File: src/rtl/instr_fetch_queue.sv
// Instruction fetch unit: walks the PC stream, issues word reads to instruction memory
// and queues returned {pc, instruction} pairs for decode; a taken-branch redirect flushes.
//
// state | meaning
// FETCH | may issue a request at fetch_addr when a queue slot is free
// WAIT  | one request in flight, its response is pushed into the queue
// DROP  | one stale request in flight (redirected), its response is discarded
module instr_fetch_queue #(
   parameter logic [63:0] RESET_PC = 64'd0,
   parameter int          DEPTH    = 4
) (
   input  logic        clk,
   input  logic        rst_n,
   input  logic        redirect,
   input  logic [63:0] redirect_pc,
   output logic        imem_req_valid,
   input  logic        imem_req_ready,
   output logic [63:0] imem_req_addr,
   input  logic        imem_resp_valid,
   input  logic [31:0] imem_resp_data,
   output logic        instr_valid,
   input  logic        instr_ready,
   output logic [31:0] instr_data,
   output logic [63:0] instr_pc
);
   localparam int          PW   = $clog2(DEPTH);
   localparam logic [PW:0] FULL = (PW+1)'(DEPTH);

   typedef enum logic [1:0] {FETCH, WAIT, DROP} state_t;

   state_t          state;
   logic [63:0]     fetch_addr;
   logic [PW:0]     count;
   logic [PW-1:0]   rd_ptr;
   logic [PW-1:0]   wr_ptr;
   logic [63:0]     pc_mem   [DEPTH];
   logic [31:0]     data_mem [DEPTH];

   logic req_fire;
   logic push;
   logic pop;
   logic unused_pc_bits;

   // Alignment bits of the branch target are dropped on purpose.
   assign unused_pc_bits = ^redirect_pc[1:0];

   assign imem_req_valid = (state == FETCH) && (count < FULL) && !redirect;
   assign imem_req_addr  = fetch_addr;
   assign instr_valid    = (count != '0);
   assign instr_data     = data_mem[rd_ptr];
   assign instr_pc       = pc_mem[rd_ptr];

   assign req_fire = imem_req_valid && imem_req_ready;
   assign push     = (state == WAIT) && imem_resp_valid && !redirect;
   assign pop      = instr_valid && instr_ready && !redirect;

   always_ff @(posedge clk or negedge rst_n) begin
      if (!rst_n) begin
         state      <= FETCH;
         fetch_addr <= RESET_PC;
         count      <= '0;
         rd_ptr     <= '0;
         wr_ptr     <= '0;
         for (int i = 0; i < DEPTH; i++) begin
            pc_mem[i]   <= '0;
            data_mem[i] <= '0;
         end
      end else if (redirect) begin
         count      <= '0;
         rd_ptr     <= '0;
         wr_ptr     <= '0;
         fetch_addr <= {redirect_pc[63:2], 2'b00};
         case (state)
            FETCH:   state <= FETCH;
            WAIT:    state <= imem_resp_valid ? FETCH : DROP;
            DROP:    state <= imem_resp_valid ? FETCH : DROP;
            default: state <= FETCH;
         endcase
      end else begin
         case (state)
            FETCH: begin
               if (req_fire) begin
                  fetch_addr <= fetch_addr + 64'd4;
                  state      <= WAIT;
               end
            end
            WAIT:    if (imem_resp_valid) state <= FETCH;
            DROP:    if (imem_resp_valid) state <= FETCH;
            default: state <= FETCH;
         endcase

         // fetch_addr already points past the word being returned.
         if (push) begin
            pc_mem[wr_ptr]   <= fetch_addr - 64'd4;
            data_mem[wr_ptr] <= imem_resp_data;
            wr_ptr           <= wr_ptr + 1'b1;
         end
         if (pop) rd_ptr <= rd_ptr + 1'b1;

         if (push && !pop)      count <= count + 1'b1;
         else if (pop && !push) count <= count - 1'b1;
      end
   end
endmodule

File: config.mk
export PLATFORM = sky130hd
export DESIGN_NAME = instr_fetch_queue
export DESIGN_NICKNAME = d
export VERILOG_FILES = /design/src/rtl/instr_fetch_queue.sv
export SDC_FILE = /design/constraint.sdc
export NUM_CORES = 1
export LEC_CHECK = 0
export ABC_AREA = 0
export BUFFER_PORTS_ARGS = -buffer_cell sky130_fd_sc_hd__buf_4
export CORE_MARGIN = 5
export CORE_UTILIZATION = 48
export CTS_CLUSTER_DIAMETER = 150
export DETAILED_ROUTE_END_ITERATION = 10
export PLACE_DENSITY = 0.8
export SYNTH_ARGS = -nofsm -noshare
export SYNTH_HDL_FRONTEND = slang
export SYNTH_SLANG_ARGS = --single-unit
File: constraint.sdc
create_clock -name clk -period 7.2 [get_ports clk]
set_input_delay 0.36 -clock clk [delete_from_list [all_inputs] [get_ports clk]]
set_output_delay 0.36 -clock clk [all_outputs]
set_load 0.03 [all_outputs]
======== Word-level counts from Yosys, hierarchy flattened ========
Cells that the tools add are included.
Widths: inputs -> output; s select.
storage, ports and cells
  flip-flop bits (word level) ............. 457
  latch bits .............................. 0
  bits in writable memories ............... 0
  bits in read-only memories .............. 0
  bits of input ports ..................... 102
  output and inout port bits .............. 162
  logic and storage cells ................. 82
  memories ................................ 0
operators by class
  add/subtract/negate cells ............... 6
  $mul .................................... 0
  divide/modulo/power cells ............... 0
  order comparisons ....................... 4
  equal/unequal tests ..................... 4
  shifts and indexed selects .............. 0
  mux-type cells .......................... 28
  bitwise logic cells ..................... 3
  reduce and logical (&&, ||, !) cells .... 24
operator list
  operator               number
  $mux 64                6
  $bwmux 256             1
  $bmux 64 s2            1
  $bwmux 128             1
  $demux 64 s2           1
  $mux 32                3
  $add 64x3->64 const B  1
  $bmux 32 s2            1
  $demux 32 s2           1
  $sub 64x3->64 const B  1
  $mux 2                 9
  $logic_and 1x1->1      10
  $mux 3                 3
  $reduce_bool 2->1      4
  $ge 3x3->1 const B     2
  $not 2->3              2
  $reduce_and 2->1       3
  $reduce_bool 3->1      2
  $add 2x1->2 const B    2
  $pmux 2 s2             1
  $add 3x1->3 const B    1
  $logic_not 1->1        3
  $lt 3x1->1 const B     1
  $lt 3x3->1 const B     1
  other kinds (8)        8

======== Logic depth before layout (Yosys ltp) ========
  depth in word-level cells ............... 8
  gate-level depth with buffers ........... 10
  gate-level depth less buffers ........... 9

======== Least setup slack after synthesis ========
No wires, ideal clock.
  kind .................................... register to register
  start point ............................. register fetch_addr[18], in the netlist imem_req_addr[18]
  end point ............................... register fetch_addr[47], in the netlist imem_req_addr[47]
  library setup time ...................... 125 ps
  data arrival time ....................... 2423 ps
  required time ........................... 7075 ps
  path slack .............................. 4652 ps
  stages on the path, launching flop included .. 8
  buffers on the path ..................... 1
  period minus slack after synthesis ...... 2548 ps
  cells stage by stage .................... dfrtp_1 > clkbuf_8 > nand3_2 > or4_4 > nor3_1 > nand4_1 > xnor2_1 > mux2_2
between the ends
  cells in the longest elaborated chain, start to end .. 4
ends and longest elaborated chain
  item                    line  RTL
  from (decl)             32    logic [63:0] fetch_addr;
  from (signal assigned)  72    fetch_addr <= {redirect_pc[63:2], 2'b00};
  from (signal assigned)  83    fetch_addr <= fetch_addr + 64'd4;
  $add 64x3->64           83
  $mux 64                 82    if (req_fire) begin
  $mux 64                 80    case (state)
  $mux 64                 68    end else if (redirect) begin
Every way passes these cells. The select of a mux whose other input is x is not followed.
A chain may end at the register's enable or synchronous reset.

======== Final worst setup path ========
  start point ............................. register fetch_addr[2], in the netlist imem_req_addr[2]
  end point ............................... register fetch_addr[60], in the netlist imem_req_addr[60]
Same word-level chain as after synthesis.

==> impl_metrics.toml <==
[status]
status = "finished, final reports clean"

[final_layout]
num_antenna_cells = 0
drive_gt1_frac = 0.281
nets = 2213
design_area_um2 = 25500
layout.cells.non_filler = 2730
area_growth_pct = 20.5

[die]
num_rows = 77
fp.dieH_um = 220
fp.dieW_um = 220
dieArea_um2 = 48400
initial_utilization = 0.482
core_um2 = 43900
io_pins = 264

[sta]
finalCritPeriodShare = 0.492
setup_violations = 0
rsz0062_at_grt = "false"
maxSlewViolCount = 0
hold_violations = 0
worst-slew-pin-transition_ps = 1090
post-route-min-period_ps = 3540
slew_headroom = 0.268
fmax_ghz = 0.282
skew_ps = 26.3
fin_tns_setup_ps = 0

[synth]
synth_edf_count = 0
ys_types = 59
synth_seq_cells = 447
synth_seq_area_share = 0.529
ys.flop_type = "dfrtp_1"
yosysWarnings = 0
synth_common_cells = "dfrtp_1 (447), nand2_1 (351), o21ai_0 (287)"
yosysTopAreaCell = "dfrtp_1"
netlist_area_um2 = 21200
syn_inst = 1869
postSynthAreaPerCell_um2 = 11.3
synth_most_common_cell = "dfrtp_1"
async_reset_ff_frac = 1.00
synth_top_area_share = 0.529
ys_top_cells_by_area = "dfrtp_1 (53%), mux4_2 (10%), mux2_2 (7.2%), o21ai_0 (6.8%), nand2_1 (6.2%)"

[clock_network]
clk_latency_ps = 600
cts_sinks = 447
htreeDepth = 2
post_cts_buffers = 0
cts_buffer_depth = 3
clk_pin_slew_worst_paths_ps = 60
clock-root-buffer = "clkbuf_16"
cts_tree = "yes"
numCtsBuffers = 47

[drt]
drt_iter0_drc = 1245
vias = 15519
dr_wl_met2_mm = 27.0
wl_met1_mm = 23.6
post_drt_wl_per_cell_um = 20.3
drc = 0
drt_wl_total_mm = 55.5
ant_nets = 0
routed.top_layer = "met4"
vias_per_cell = 5.68
first_pass_iters = 5
wl_met3_mm = 3.64

[setup_path]
cp_data_required_time_ps = 7680
r2r-end = "imem_req_addr[60]"
r2r-start = "imem_req_addr[2]"
slowest_stage = "nor3_1"
cp_max_fo = 12
crit_arrival_ps = 4020
cp-end-kind = "flip-flop"
crit_family = "simple AND/OR/NAND/NOR gates"
crit_type = "reg2reg"
rr_worst_depth = 7
crit_chain = "ha_1 > nand3_1 > nor3_1 > nand4_1 > nor4_1 > xor2_1 > mux2_2"
critical_path_buf_inv_count = 0
cp-start-kind = "flip-flop"
cpPeakStageDelay_ps = 930
ff2ff_setup_slack_ps = 3660

[grt]
grt_max_degree = 171
grt_pass1_vias = 16108
antenna_found_initial = 0
grt_use_total = 0.232
overflow = 0
grt_pass1_wl_mm = 89.0

[worst_hold_path]
hp-class = "in2reg"
holdCritStartpoint = "redirect_pc[37]"
hold_depth = 3
min_to = "imem_req_addr[37]"

[placed_design]
dp.cells = 2586
place_hpwl_mm = 36.5
placed_area_um2 = 23300
gp_congestion = 0.854
port_buffers = 257

[job]
maxCapViolations = 0

[power]
p_leak_nw = 11.3
irDropWorstVdd_mv = 0.232
p_per_area_nw_per_um2 = 341
worst max path at each step:
| stage | slack, ps | from | cells past startpoint | endpoint |
|---|---|---|---|---|
| 3_5_place_dp | 3730 | imem_req_addr[2] | 7 | imem_req_addr[60] |
| 3_3_place_gp | 3770 | imem_req_addr[2] | 7 | imem_req_addr[60] |
| 4_1_cts | 3700 | rd_ptr[0] | 3 | instr_pc[42] |
| 2_1_floorplan | 4650 | imem_req_addr[18] | 7 | imem_req_addr[47] |
| 5_1_grt | 3520 | imem_req_addr[2] | 7 | imem_req_addr[60] |
| 6_report | 3660 | imem_req_addr[2] | 7 | imem_req_addr[60] |
through the flow:
stage               setup WS (ps)  hold WS (ps)   util  total power [W]
global route                 3520          8.11  0.581          0.00912
detailed placement           3730           465  0.530          0.00619
CTS                          3700        0.0565  0.581          0.00878
finish                       3660          26.2  0.581          0.00870
global placement             3770           456  0.530          0.00608
floorplan                    4650          64.4      -          0.00511
cell usage in the layout (no fill, tap or decap), drive strengths merged, types with 2 or more instances in the layout:
cell / netlist / final
a31oi: 2 / 2
nor3b: 2 / 2
dlygate4sd3: 0 / 59
a21oi: 4 / 4
or2: 2 / 2
clkinv: 0 / 5
o311ai: 3 / 3
or3: 17 / 17
buf: 45 / 272
mux4: 94 / 94
o21ai: 295 / 295
conb: 1 / 4
dfrtp: 447 / 447
nand4: 28 / 28
and4: 5 / 5
nand2: 351 / 351
nor4b: 3 / 3
or4: 7 / 7
nor4: 27 / 27
and2: 4 / 4
xor2: 48 / 48
o211ai: 6 / 6
nand3: 35 / 35
mux2: 136 / 136
bufinv: 0 / 7
nor2: 44 / 44
xnor2: 70 / 70
clkbuf: 105 / 70
nor3: 38 / 38
ha: 8 / 8
and3: 9 / 9
inv: 15 / 17
nand3b: 4 / 4
nand4b: 3 / 3
cell type report:
type                    count  area, um2
clock inverters            15        294
inverters                  15       56.3
flip-flops and latches    447      11200
fillers                  3492      18400
clock buffers              70       1330
well taps                 592        741
multi-input cells        1260       9230
repair buffers            331       2670
flip-flops by register name (all words and copies together) (netlist names):
| register | flops |
|---|---|
| pc_mem | 248 |
| data_mem | 128 |
| imem_req_addr | 62 |
| count | 3 |
| rd_ptr | 2 |
| state | 2 |
| wr_ptr | 2 |
timing repair:
action / CTS / global route
resized for setup: 0 / 0
endpoints found under the hold margin: 182 / 0
hold buffers: 59 / 0
power breakdown:
group	switching [W]	internal, W	total (W)	leakage [nW]
Sequential	0.000358	0.00292	0.00328	5.99
Clock	0.00101	0.00154	0.00255	0.787
Combinational	0.00164	0.00123	0.00287	4.53
Total	0.00300	0.00569	0.00870	11.3
tightest hold or removal path, cell delays in order:
cell     delay [ps]
buf_4            80
nand2_1          40
o21ai_0          90
layer usage:
metal	up-vias	GRT usage
met4	0	0.0595
met5	-	0
li1	7027	-
met1	7838	0.320
met3	93	0.0470
met2	561	0.379
cells by family (layout without fill, tap and decap cells):
kind of cell	Yosys count	in the layout	synth area share
and+or+nand+nor	584	584	0.130
DFF	447	447	0.529
AOI/OAI and AO/OA	314	314	0.0763
muxes	231	231	0.173
buffers and inverters	165	431	0.0374
xor gates and xnor gates	118	118	0.0488
adders and majority gates	9	9	0.00568
other	1	4	0.000177
No activity file was read; power rests on OpenSTA's default activity.
